[src/rtl/hyperbus_ctrl_if.sv]
// Request-side (hbus_*) and HyperBus pin-side (hb_*) signals of hyperbus_ctrl.
// The controller uses the slave modport; the requester/device side uses master.
interface hyperbus_ctrl_if;
  logic [31:0] hbus_adr_i;
  logic [15:0] hbus_dat_i;
  logic [15:0] hbus_dat_o;
  logic        hbus_rrq;
  logic        hbus_wrq;
  logic        hbus_ready;
  logic        hbus_valid;
  logic        hbus_busy;
  logic        hbus_err;
  logic        hb_cs_n;
  logic        hb_ck;
  logic        hb_rst_n;
  logic [7:0]  hb_dq_o;
  logic        hb_dq_oe;
  logic [7:0]  hb_dq_i;
  logic        hb_rwds_o;
  logic        hb_rwds_oe;
  logic        hb_rwds_i;

  modport slave (
    input  hbus_adr_i, hbus_dat_i, hbus_rrq, hbus_wrq, hb_dq_i, hb_rwds_i,
    output hbus_dat_o, hbus_ready, hbus_valid, hbus_busy, hbus_err,
           hb_cs_n, hb_ck, hb_rst_n, hb_dq_o, hb_dq_oe, hb_rwds_o, hb_rwds_oe
  );

  modport master (
    output hbus_adr_i, hbus_dat_i, hbus_rrq, hbus_wrq, hb_dq_i, hb_rwds_i,
    input  hbus_dat_o, hbus_ready, hbus_valid, hbus_busy, hbus_err,
           hb_cs_n, hb_ck, hb_rst_n, hb_dq_o, hb_dq_oe, hb_rwds_o, hb_rwds_oe
  );
endinterface

[src/rtl/hyperbus_ctrl.sv]
// Single-word HyperBus controller: CS/CA/latency/data/hold/recovery per request.
// Define HYPERBUS_VARLAT_EN for RWDS-selected 2x/4x initial latency (default fixed 4x).
module hyperbus_ctrl #(
  parameter int LATENCY    = 6,
  parameter int RWR        = 4,
  parameter int RD_TIMEOUT = 64
) (
  input  logic           hbus_clk,
  input  logic           hbus_rst,
  hyperbus_ctrl_if.slave bus
);

  typedef enum logic [2:0] {
    S_IDLE, S_CS, S_CA, S_LAT, S_WR, S_RD, S_HOLD, S_RECOV
  } state_t;

  localparam logic [15:0] C_LAT2 = 16'(2 * LATENCY);
  localparam logic [15:0] C_LAT4 = 16'(4 * LATENCY);
  localparam logic [15:0] C_RWR  = 16'(RWR);
  localparam logic [15:0] C_TO   = 16'(RD_TIMEOUT);

  state_t      r_state, w_nxt;
  logic [15:0] r_cnt;
  logic [31:0] r_adr;
  logic [15:0] r_dat;
  logic        r_is_rd;
  logic        r_ck;
  logic        r_valid;
  logic        r_err;
  logic        r_rst_n;
  logic        r_rwds_q;
  logic        r_byte;
  logic [15:0] r_dat_o;

  logic [47:0] w_ca;
  logic [15:0] w_lat;
  logic        w_acc;
  logic        w_edge;
  logic        w_to;
  logic        w_ck_run;
  logic        w_cs_n;
  logic [7:0]  w_dq_o;
  logic        w_dq_oe;
  logic        w_rwds_oe;

  assign w_ca   = {r_is_rd, 1'b0, 1'b1, r_adr[31:3], 13'd0, r_adr[2:0]};
  assign w_acc  = bus.hbus_wrq | bus.hbus_rrq;
  assign w_edge = bus.hb_rwds_i ^ r_rwds_q;

`ifdef HYPERBUS_VARLAT_EN
  logic r_lat_long;

  // Device signals refresh collision on RWDS during the first CA byte.
  always_ff @(posedge hbus_clk or posedge hbus_rst) begin
    if (hbus_rst)                              r_lat_long <= 1'b0;
    else if (r_state == S_CA && r_cnt == 16'd0) r_lat_long <= bus.hb_rwds_i;
  end

  assign w_lat = r_lat_long ? C_LAT4 : C_LAT2;
`else
  assign w_lat = C_LAT4;
`endif

  always_ff @(posedge hbus_clk or posedge hbus_rst) begin
    if (hbus_rst) r_state <= S_IDLE;
    else          r_state <= w_nxt;
  end

  always_comb begin
    w_nxt     = r_state;
    w_to      = 1'b0;
    w_cs_n    = 1'b0;
    w_dq_o    = 8'd0;
    w_dq_oe   = 1'b0;
    w_rwds_oe = 1'b0;
    case (r_state)
      S_IDLE: begin
        w_cs_n = 1'b1;
        if (w_acc) w_nxt = S_CS;
      end
      S_CS: w_nxt = S_CA;
      S_CA: begin
        w_dq_oe = 1'b1;
        case (r_cnt[2:0])
          3'd0:    w_dq_o = w_ca[47:40];
          3'd1:    w_dq_o = w_ca[39:32];
          3'd2:    w_dq_o = w_ca[31:24];
          3'd3:    w_dq_o = w_ca[23:16];
          3'd4:    w_dq_o = w_ca[15:8];
          3'd5:    w_dq_o = w_ca[7:0];
          default: w_dq_o = 8'd0;
        endcase
        if (r_cnt == 16'd5) w_nxt = S_LAT;
      end
      S_LAT: if (r_cnt == w_lat - 16'd1) w_nxt = r_is_rd ? S_RD : S_WR;
      S_WR: begin
        w_dq_oe   = 1'b1;
        w_rwds_oe = 1'b1;
        w_dq_o    = r_cnt[0] ? r_dat[7:0] : r_dat[15:8];
        if (r_cnt == 16'd1) w_nxt = S_HOLD;
      end
      S_RD: begin
        if (w_edge && r_byte) w_nxt = S_HOLD;
        else if (r_cnt == C_TO - 16'd1) begin
          w_to  = 1'b1;
          w_nxt = S_HOLD;
        end
      end
      S_HOLD: w_nxt = S_RECOV;
      S_RECOV: begin
        w_cs_n = 1'b1;
        if (r_cnt == C_RWR - 16'd1) w_nxt = S_IDLE;
      end
      default: begin
        w_cs_n = 1'b1;
        w_nxt  = S_IDLE;
      end
    endcase
  end

  // CK runs only in states that will be active next cycle, so it always starts
  // from low after CS and is forced low in HOLD before CS# rises.
  assign w_ck_run = (w_nxt == S_CA) || (w_nxt == S_LAT) ||
                    (w_nxt == S_WR) || (w_nxt == S_RD);

  always_ff @(posedge hbus_clk or posedge hbus_rst) begin
    if (hbus_rst) begin
      r_cnt    <= 16'd0;
      r_adr    <= 32'd0;
      r_dat    <= 16'd0;
      r_is_rd  <= 1'b0;
      r_ck     <= 1'b0;
      r_valid  <= 1'b0;
      r_err    <= 1'b0;
      r_rst_n  <= 1'b0;
      r_rwds_q <= 1'b0;
      r_byte   <= 1'b0;
      r_dat_o  <= 16'd0;
    end else begin
      r_rst_n  <= 1'b1;
      r_rwds_q <= bus.hb_rwds_i;
      r_ck     <= w_ck_run ? ~r_ck : 1'b0;
      r_valid  <= 1'b0;
      r_err    <= w_to;
      r_cnt    <= (w_nxt != r_state || r_state == S_IDLE) ? 16'd0 : r_cnt + 16'd1;
      if (r_state == S_IDLE && w_acc) begin
        r_adr   <= bus.hbus_adr_i;
        r_dat   <= bus.hbus_dat_i;
        r_is_rd <= ~bus.hbus_wrq;
      end
      if (r_state != S_RD) r_byte <= 1'b0;
      else if (w_edge) begin
        if (!r_byte) begin
          r_dat_o[15:8] <= bus.hb_dq_i;
          r_byte        <= 1'b1;
        end else begin
          r_dat_o[7:0]  <= bus.hb_dq_i;
          r_valid       <= 1'b1;
        end
      end
    end
  end

  assign bus.hbus_dat_o = r_dat_o;
  assign bus.hbus_ready = (r_state == S_IDLE);
  assign bus.hbus_busy  = (r_state != S_IDLE);
  assign bus.hbus_valid = r_valid;
  assign bus.hbus_err   = r_err;
  assign bus.hb_cs_n    = w_cs_n;
  assign bus.hb_ck      = r_ck;
  assign bus.hb_rst_n   = r_rst_n;
  assign bus.hb_dq_o    = w_dq_o;
  assign bus.hb_dq_oe   = w_dq_oe;
  assign bus.hb_rwds_o  = 1'b0;
  assign bus.hb_rwds_oe = w_rwds_oe;

endmodule

[src/flat_wrapper.sv]
// flat-port wrapper written by rule: the top's interface ports become plain ports
module hyperbus_ctrl_flat 
#(
  parameter int LATENCY    = 6,
  parameter int RWR        = 4,
  parameter int RD_TIMEOUT = 64
)
  (hbus_clk, hbus_rst, bus_hbus_adr_i, bus_hbus_dat_i, bus_hbus_rrq, bus_hbus_wrq, bus_hb_dq_i, bus_hb_rwds_i, bus_hbus_dat_o, bus_hbus_ready, bus_hbus_valid, bus_hbus_busy, bus_hbus_err, bus_hb_cs_n, bus_hb_ck, bus_hb_rst_n, bus_hb_dq_o, bus_hb_dq_oe, bus_hb_rwds_o, bus_hb_rwds_oe);
  hyperbus_ctrl_if bus_i ();
  input  logic hbus_clk;
  input  logic hbus_rst;
  input wire logic [$bits(bus_i.hbus_adr_i)-1:0] bus_hbus_adr_i;
  input wire logic [$bits(bus_i.hbus_dat_i)-1:0] bus_hbus_dat_i;
  input wire logic [$bits(bus_i.hbus_rrq)-1:0] bus_hbus_rrq;
  input wire logic [$bits(bus_i.hbus_wrq)-1:0] bus_hbus_wrq;
  input wire logic [$bits(bus_i.hb_dq_i)-1:0] bus_hb_dq_i;
  input wire logic [$bits(bus_i.hb_rwds_i)-1:0] bus_hb_rwds_i;
  output wire logic [$bits(bus_i.hbus_dat_o)-1:0] bus_hbus_dat_o;
  output wire logic [$bits(bus_i.hbus_ready)-1:0] bus_hbus_ready;
  output wire logic [$bits(bus_i.hbus_valid)-1:0] bus_hbus_valid;
  output wire logic [$bits(bus_i.hbus_busy)-1:0] bus_hbus_busy;
  output wire logic [$bits(bus_i.hbus_err)-1:0] bus_hbus_err;
  output wire logic [$bits(bus_i.hb_cs_n)-1:0] bus_hb_cs_n;
  output wire logic [$bits(bus_i.hb_ck)-1:0] bus_hb_ck;
  output wire logic [$bits(bus_i.hb_rst_n)-1:0] bus_hb_rst_n;
  output wire logic [$bits(bus_i.hb_dq_o)-1:0] bus_hb_dq_o;
  output wire logic [$bits(bus_i.hb_dq_oe)-1:0] bus_hb_dq_oe;
  output wire logic [$bits(bus_i.hb_rwds_o)-1:0] bus_hb_rwds_o;
  output wire logic [$bits(bus_i.hb_rwds_oe)-1:0] bus_hb_rwds_oe;
  assign bus_i.hbus_adr_i = bus_hbus_adr_i;
  assign bus_i.hbus_dat_i = bus_hbus_dat_i;
  assign bus_i.hbus_rrq = bus_hbus_rrq;
  assign bus_i.hbus_wrq = bus_hbus_wrq;
  assign bus_i.hb_dq_i = bus_hb_dq_i;
  assign bus_i.hb_rwds_i = bus_hb_rwds_i;
  assign bus_hbus_dat_o = bus_i.hbus_dat_o;
  assign bus_hbus_ready = bus_i.hbus_ready;
  assign bus_hbus_valid = bus_i.hbus_valid;
  assign bus_hbus_busy = bus_i.hbus_busy;
  assign bus_hbus_err = bus_i.hbus_err;
  assign bus_hb_cs_n = bus_i.hb_cs_n;
  assign bus_hb_ck = bus_i.hb_ck;
  assign bus_hb_rst_n = bus_i.hb_rst_n;
  assign bus_hb_dq_o = bus_i.hb_dq_o;
  assign bus_hb_dq_oe = bus_i.hb_dq_oe;
  assign bus_hb_rwds_o = bus_i.hb_rwds_o;
  assign bus_hb_rwds_oe = bus_i.hb_rwds_oe;
  hyperbus_ctrl #(.LATENCY(LATENCY), .RWR(RWR), .RD_TIMEOUT(RD_TIMEOUT)) u_core (.hbus_clk(hbus_clk), .hbus_rst(hbus_rst), .bus(bus_i));
endmodule
[config.mk]
export PLATFORM = sky130hd
export DESIGN_NAME = hyperbus_ctrl_flat
export DESIGN_NICKNAME = d
export VERILOG_FILES = /design/src/rtl/hyperbus_ctrl_if.sv /design/src/rtl/hyperbus_ctrl.sv /design/src/flat_wrapper.sv
export SDC_FILE = /design/constraint.sdc
export NUM_CORES = 1
export LEC_CHECK = 0
export CAP_MARGIN = 0
export CORE_MARGIN = 1
export CORE_UTILIZATION = 46
export CTS_CLUSTER_SIZE = 8
export DETAILED_ROUTE_END_ITERATION = 8
export GPL_TIMING_DRIVEN = 0
export PLACE_DENSITY_LB_ADDON = 0.15
export SETUP_SLACK_MARGIN = 0.15
export SLEW_MARGIN = 20
export SYNTH_ARGS = -nofsm -noshare
export SYNTH_HDL_FRONTEND = slang
export SYNTH_SLANG_ARGS = --single-unit
[constraint.sdc]
create_clock -name hbus_clk -period 3 [get_ports hbus_clk]
set_input_delay 0.75 -clock hbus_clk [delete_from_list [all_inputs] [get_ports hbus_clk]]
set_output_delay 0.75 -clock hbus_clk [all_outputs]
set_load 0.005 [all_outputs]
==> results.sh, run 1 <==
export IMPL_path_clk_slew_ns=0.10
export IMPL_synth_cells=363
export IMPL_syn_area_mm2=0.00422
export IMPL_setup_violations=0
export IMPL_syn_nets=429
export IMPL_final_nets=544
export IMPL_dpl_instance_area_mm2=0.00533
export IMPL_drive_gt1_share_pct=26.7
export IMPL_synth_cell_types=51
export IMPL_rsz0062_at_grt="true"
export IMPL_synth_adder_area_share_pct=1.48
export IMPL_period_share_pct=93.0
export IMPL_synth_simple_area_share_pct=12.4
export IMPL_synth_seq_area_share_pct=53.4
export IMPL_critPathRequiredTime_ns=2.25
export IMPL_synth_edf_count=0
export IMPL_synth_seq_cells=90
export IMPL_antenna_left=0
export IMPL_synth_top_family_by_area="multiplexers"
export IMPL_critPathCaptureType="primary output"
export IMPL_drt_total_wl_um=9830
export IMPL_design_area_mm2=0.00568
export IMPL_synth_xor_xnor_area_share_pct=3.11
export IMPL_start_util_pct=47.9
export IMPL_routedWlPerCell_um=16.6
export IMPL_grt_max_degree=32
export IMPL_status="complete, but fails checks"
export IMPL_antenna_cells=0
export IMPL_clockBufferDepth=2
export IMPL_violations="DRC"
export IMPL_grt_remaining_overflow=0
export IMPL_critPathKind="reg2out"
export IMPL_synth_top_area_cell="dfrtp_1"
export IMPL_ctsHoldBuffers=0
export IMPL_grt_pass1_wl_um=16400
export IMPL_place_gp_congestion=0.876
export IMPL_yosys_warnings=0
export IMPL_antenna_found_initial=0
export IMPL_layout_setup_ws_ns=0.209
export IMPL_drtPass1Iterations=7
export IMPL_hold_path_class="reg2reg"
export IMPL_slew_violations=0
export IMPL_grt_pass1_vias=3376
export IMPL_synth_top_area_share_pct=53.4
export IMPL_via_per_inst=5.39
export IMPL_dp_hpwl_um=7050
export IMPL_synth_area_leaders="dfrtp_1 53%, mux2_2 15%, nand2_1 3.2%, nor2_1 2.6%, nand3_1 2.1%"
export IMPL_yosysMostFrequentCell="dfrtp_1"
export IMPL_die_w_um=97.8
export IMPL_maxSlewHeadroom_pct=48.4
export IMPL_pre_cts_slack_ns=-0.0548
export IMPL_cts_sinks=90
export IMPL_ioPinCount=95
export IMPL_cts_tree="built"
export IMPL_max_freq_ghz=0.358
export IMPL_die_h_um=97.8
export IMPL_num_fill_cells=716
export IMPL_cp_start_kind="flop"
export IMPL_path_max_fanout=10
export IMPL_htree_num_levels=3
export IMPL_synth_top_cells_by_count="90 x dfrtp_1, 56 x mux2_2, 36 x nand2_1"
export IMPL_skew_ns=0.00858
export IMPL_avgSynthCellArea_um2=11.6
export IMPL_insertion_delay_ns=0.36
export IMPL_arrival_ns=2.04
export IMPL_core_mm2=0.00881
export IMPL_vias=3184
export IMPL_muxShareOfSynthArea_pct=16.8
export IMPL_finalCriticalPeriod_ns=2.79
export IMPL_peakVddDrop_uv=434
export IMPL_ys_flop_type="dfrtp_1"
export IMPL_hold_viol=0
export IMPL_p_leak_nw=2.48
export IMPL_synth_compound_area_share_pct=7.74
export IMPL_portBuffers=93
export IMPL_row_count=34
export IMPL_drt_iter0_markers=139
export IMPL_numCtsBuffers=9
export IMPL_powerDensity_mw_per_mm2=786
export IMPL_async_flop_share_pct=100
export IMPL_maxCapViolCount=0
export IMPL_cts_root_buf="clkbuf_8"
export IMPL_drc=4
export IMPL_dieArea_mm2=0.00956
export IMPL_worst_slew_pin_slew_ns=0.767
export IMPL_area_growth_pct=34.5
export IMPL_track_usage_pct=21.9
-- flip-flops by register name, summed over array words and instances, names as in the netlist --
signal and flops:
u_core.bus.hb_ck 1, u_core.bus.hb_rst_n 1, u_core.bus.hbus_dat_o 16, u_core.bus.hbus_err 1
u_core.bus.hbus_valid 1, u_core.r_adr 32, u_core.r_byte 1, u_core.r_cnt 16
u_core.r_dat 16, u_core.r_is_rd 1, u_core.r_rwds_q 1, u_core.r_state 3
-- cells in the final DEF (no fill, tap or decap), types with 2 or more instances in the layout --
cell type         n
buf_12            3
a221oi_1          2
xor2_1           10
nand4_1           2
o22ai_2           3
ha_1              4
buf_4            11
dfrtp_1          87
and3b_1           2
mux2i_1           8
and3_1            3
a22oi_2           4
inv_1             6
clkdlybuf4s50_1  85
nor4_1            4
or3_1             3
clkbuf_8         13
xnor2_1           5
nand2_1          35
conb_1            2
inv_2             2
nor2_1           29
a211oi_1          3
o22ai_1           6
nor3_1            4
nor4b_1           2
a21oi_1           7
clkdlybuf4s15_1   3
a22oi_1           2
inv_6             5
buf_6             6
buf_2             9
dfrtp_2           3
a22o_1            4
nand3_1          18
mux2_2           56
clkinvlp_4        3
a31oi_1           3
-- repair_timing --
action                     4_1_cts  5_1_grt
setup buffers                    6        3
pin swaps                        4        4
setup endpoints to repair        9       10
resized for setup               44       15
-- metrics by stage --
stage	utilization (%)	total power, mW	std cells	setup TNS (ns)	hold WS [ns]
after floorplan	-	2.85	363	0	0.436
after global placement	60.1	3.37	564	-0.244	0.430
after detailed placement	60.5	3.43	566	-0.210	0.429
after CTS	63.7	4.40	588	0	0.453
after global routing	64.5	4.74	591	0	0.477
final	64.5	4.46	591	0	0.451
-- per-layer routing --
metal	GRT usage [%]	routed length [µm]
met1	28.3	4220
met2	36.1	4900
met5	0	0
met4	7.34	173
met3	5.51	536
-- path summary, 6_finish.rpt --
check / slack (ns) / endpoint / from / cells after the start
worst max-delay path: 0.21 / bus_hb_dq_o[5] / u_core.r_state[2] / 6
worst min-delay path: 0.45 / u_core.bus.hb_ck / u_core.bus.hb_ck / 1
worst max register to register: 0.85 / u_core.r_cnt[10] / u_core.r_cnt[0] / 9
worst min register to register: 0.45 / u_core.bus.hb_ck / u_core.bus.hb_ck / 1
max in group asynchronous: 1.35 / u_core.r_state[2] / hbus_rst / 4
min in group asynchronous: 0.83 / u_core.r_adr[10] / hbus_rst / 2
-- worst max-delay path: stages, from the launching register on --
cell	delay [ns]
dfrtp_2	0.42
clkbuf_8	0.16
or3_4	0.37
a211o_1	0.27
buf_6	0.14
o22ai_1	0.16
buf_2	0.15
-- kinds of logic after synthesis --
kind of cell | count (synthesis)
XOR/XNOR | 15
AND/OR/NAND/NOR | 111
flip-flops | 90
adder cells (fa/ha/maj) | 5
other | 2
multiplexers | 64
AO/OA/AOI/OAI | 45
buffers and inverters | 31
-- power by group --
| part | internal (mW) | switching (mW) |
|---|---|---|
| sequential | 1.55 | 0.215 |
| combinational | 0.993 | 0.836 |
| clock | 0.400 | 0.468 |
| total | 2.94 | 1.52 |
-- final cells by class --
type                            instances  area (µm²)  area share [%]
Buffer                                 20         198            3.48
Clock buffer                            9         124            2.18
Clock inverter                          7        81.3            1.43
Inverter                               11        48.8           0.860
Multi-Input combinational cell        242        1820            32.0
Sequential cell                        90        2260            39.7
Tap cell                              108         135            2.38
Timing Repair Buffer                  104        1020            17.9
Note: power is estimated with default switching activity, not from simulation.
==> run 2, diff against run 1 <==
- CORE_MARGIN: 1 -> not set
- CORE_UTILIZATION: 46 -> 47
- CTS_BUF_LIST: not set -> sky130_fd_sc_hd__clkbuf_4
==> run 2 against run 1 <==
The flow now finishes without violations. Die area fell by 2.1%. Global-route usage rose by 0.76 points. Flip-flop and latch count did not move. Sequential power barely moved. Combinational power rose by 20%. Largest power group unchanged. First-iteration DRC count fell by 22%.
==> results.sh, run 2 (synthesis gave the netlist of run 1 again) <==
export IMPL_vias=3314
export IMPL_whs_ns=0.480
export IMPL_numCtsBuffers=9
export IMPL_grt_remaining_overflow=0
export IMPL_routedWlPerCell_um=17.1
export IMPL_arrival_ns=2.20
export IMPL_area_growth_pct=39.1
export IMPL_wl_met2_um=5210
export IMPL_clockBufferDepth=2
export IMPL_layout_common_cells="89 x dfrtp_1, 85 x clkdlybuf4s50_1, 56 x mux2_2"
export IMPL_max_freq_ghz=0.339
export IMPL_top_register="u_core.r_adr"
export IMPL_design_area_mm2=0.00587
export IMPL_final_common_cell="dfrtp_1"
export IMPL_grt_pass1_wl_um=16600
export IMPL_hold_viol=0
export IMPL_via_per_inst=5.46
export IMPL_peakVddDrop_uv=429
export IMPL_htree_num_levels=3
export IMPL_dpl_instance_area_mm2=0.00536
export IMPL_top_layer_used="met4"
export IMPL_cts_root_buf="clkbuf_4"
export IMPL_skew_ns=0.0173
export IMPL_path_max_fanout=5
export IMPL_num_fill_cells=673
export IMPL_largest_reg_flops=32
export IMPL_insertion_delay_ns=0.44
export IMPL_die_w_um=96.7
export IMPL_ctsHoldBuffers=0
export IMPL_rsz0062_at_grt="true"
export IMPL_p_leak_nw=2.58
export IMPL_dp_hpwl_um=7140
export IMPL_antenna_found_initial=0
export IMPL_wl_met1_um=4420
export IMPL_critPathCaptureType="primary output"
export IMPL_grt_max_degree=29
export IMPL_drt_total_wl_um=10400
export IMPL_place_gp_congestion=0.823
export IMPL_portBuffers=93
export IMPL_critPathKind="reg2out"
export IMPL_total_power_mw=4.67
export IMPL_ioPinCount=95
export IMPL_seq_area_mm2=0.00225
export IMPL_final_nets=560
export IMPL_path_clk_slew_ns=0.14
export IMPL_dieArea_mm2=0.00936
export IMPL_drtPass1Iterations=4
export IMPL_cts_tree="built"
export IMPL_row_count=34
export IMPL_grt_pass1_vias=3364
export IMPL_maxSlewHeadroom_pct=50.5
export IMPL_wl_met3_um=453
export IMPL_antenna_left=0
export IMPL_slew_violations=0
export IMPL_track_usage_pct=22.6
export IMPL_cp_start_kind="flop"
export IMPL_setup_violations=0
export IMPL_drt_iter0_markers=109
export IMPL_worst_slew_pin_slew_ns=0.735
export IMPL_drive_gt1_share_pct=32.5
export IMPL_die_h_um=96.7
export IMPL_maxCapViolCount=0
export IMPL_critPathRequiredTime_ns=2.25
export IMPL_period_share_pct=98.4
export IMPL_core_mm2=0.00872
export IMPL_start_util_pct=48.4
export IMPL_drc=0
export IMPL_hold_path_class="reg2reg"
export IMPL_finalCriticalPeriod_ns=2.95
export IMPL_antenna_cells=0
export IMPL_multi_input_area_mm2=0.00192
export IMPL_powerDensity_mw_per_mm2=796
export IMPL_status="finished, final reports clean"
export IMPL_cts_sinks=90
## run 2: cell count changes in the layout (fill, tap and decap cells not counted), moves of 4 or more
| cell | before | now |
|---|---|---|
| buf_4 | 11 | 22 |
| clkbuf_4 | 0 | 11 |
| clkbuf_8 | 13 | 2 |
| inv_6 | 5 | 1 |
## run 2: critical path, cell delays in order (launching register included)
cell and delay [ns]:
dfrtp_1 0.45, buf_6 0.16, ha_4 0.17, buf_8 0.13, a222oi_1 0.55, o22ai_2 0.17, buf_2 0.15
## run 2: power by group
group	leakage [nW]	internal [mW]	switching, mW
clock	0.0737	0.278	0.428
sequential	1.12	1.55	0.231
combinational	1.38	1.20	0.990
total	2.58	3.03	1.65
## run 2: cell type report
cell class / instances / share of cell area (%)
flip-flops and latches: 90 / 38.4
multi-input cells: 242 / 32.7
repair buffers: 120 / 19.8
plain buffers: 20 / 3.54
well taps: 108 / 2.30
clock buffers: 11 / 1.41
clock inverters: 5 / 1.07
inverters: 11 / 0.767
## run 2: layer usage
metal,vias to the layer above,global-route usage (%)
met5,-,0
met4,0,10.4
met3,22,4.91
met2,87,38.0
met1,1656,27.9
li1,1549,-
## run 2: worst paths after layout
check / cells past startpoint / end / from / slack (ns)
setup / recovery: 6 / bus_hb_dq_o[6] / u_core.r_cnt[0] / 0.05
max in group asynchronous: 4 / u_core.r_cnt[2] / hbus_rst / 1.54
hold reg to reg: 1 / u_core.bus.hb_ck / u_core.bus.hb_ck / 0.48
setup reg to reg: 11 / u_core.r_cnt[8] / u_core.r_cnt[0] / 0.71
min in group asynchronous: 2 / u_core.r_adr[24] / hbus_rst / 0.75
hold / removal: 1 / u_core.bus.hb_ck / u_core.bus.hb_ck / 0.48
## run 2: per-stage QoR
step                      setup TNS (ns)  std cells  utilization [%]  setup slack (ns)
after floorplan                        0        363                -             0.741
after global placement            -0.185        564             60.6           -0.0975
after detailed placement          -0.181        567             61.5           -0.0857
after CTS                              0        599             65.4            0.0988
after global routing                   0        607             67.3            0.0209
final                                  0        607             67.3            0.0468
## run 2: timing repair
action | in CTS | in global routing
gates resized for setup | 63 | 26
pin swaps | 8 | 18
setup endpoints to repair | 12 | 12
cloned | 1 | 0
buffers inserted | 15 | 8
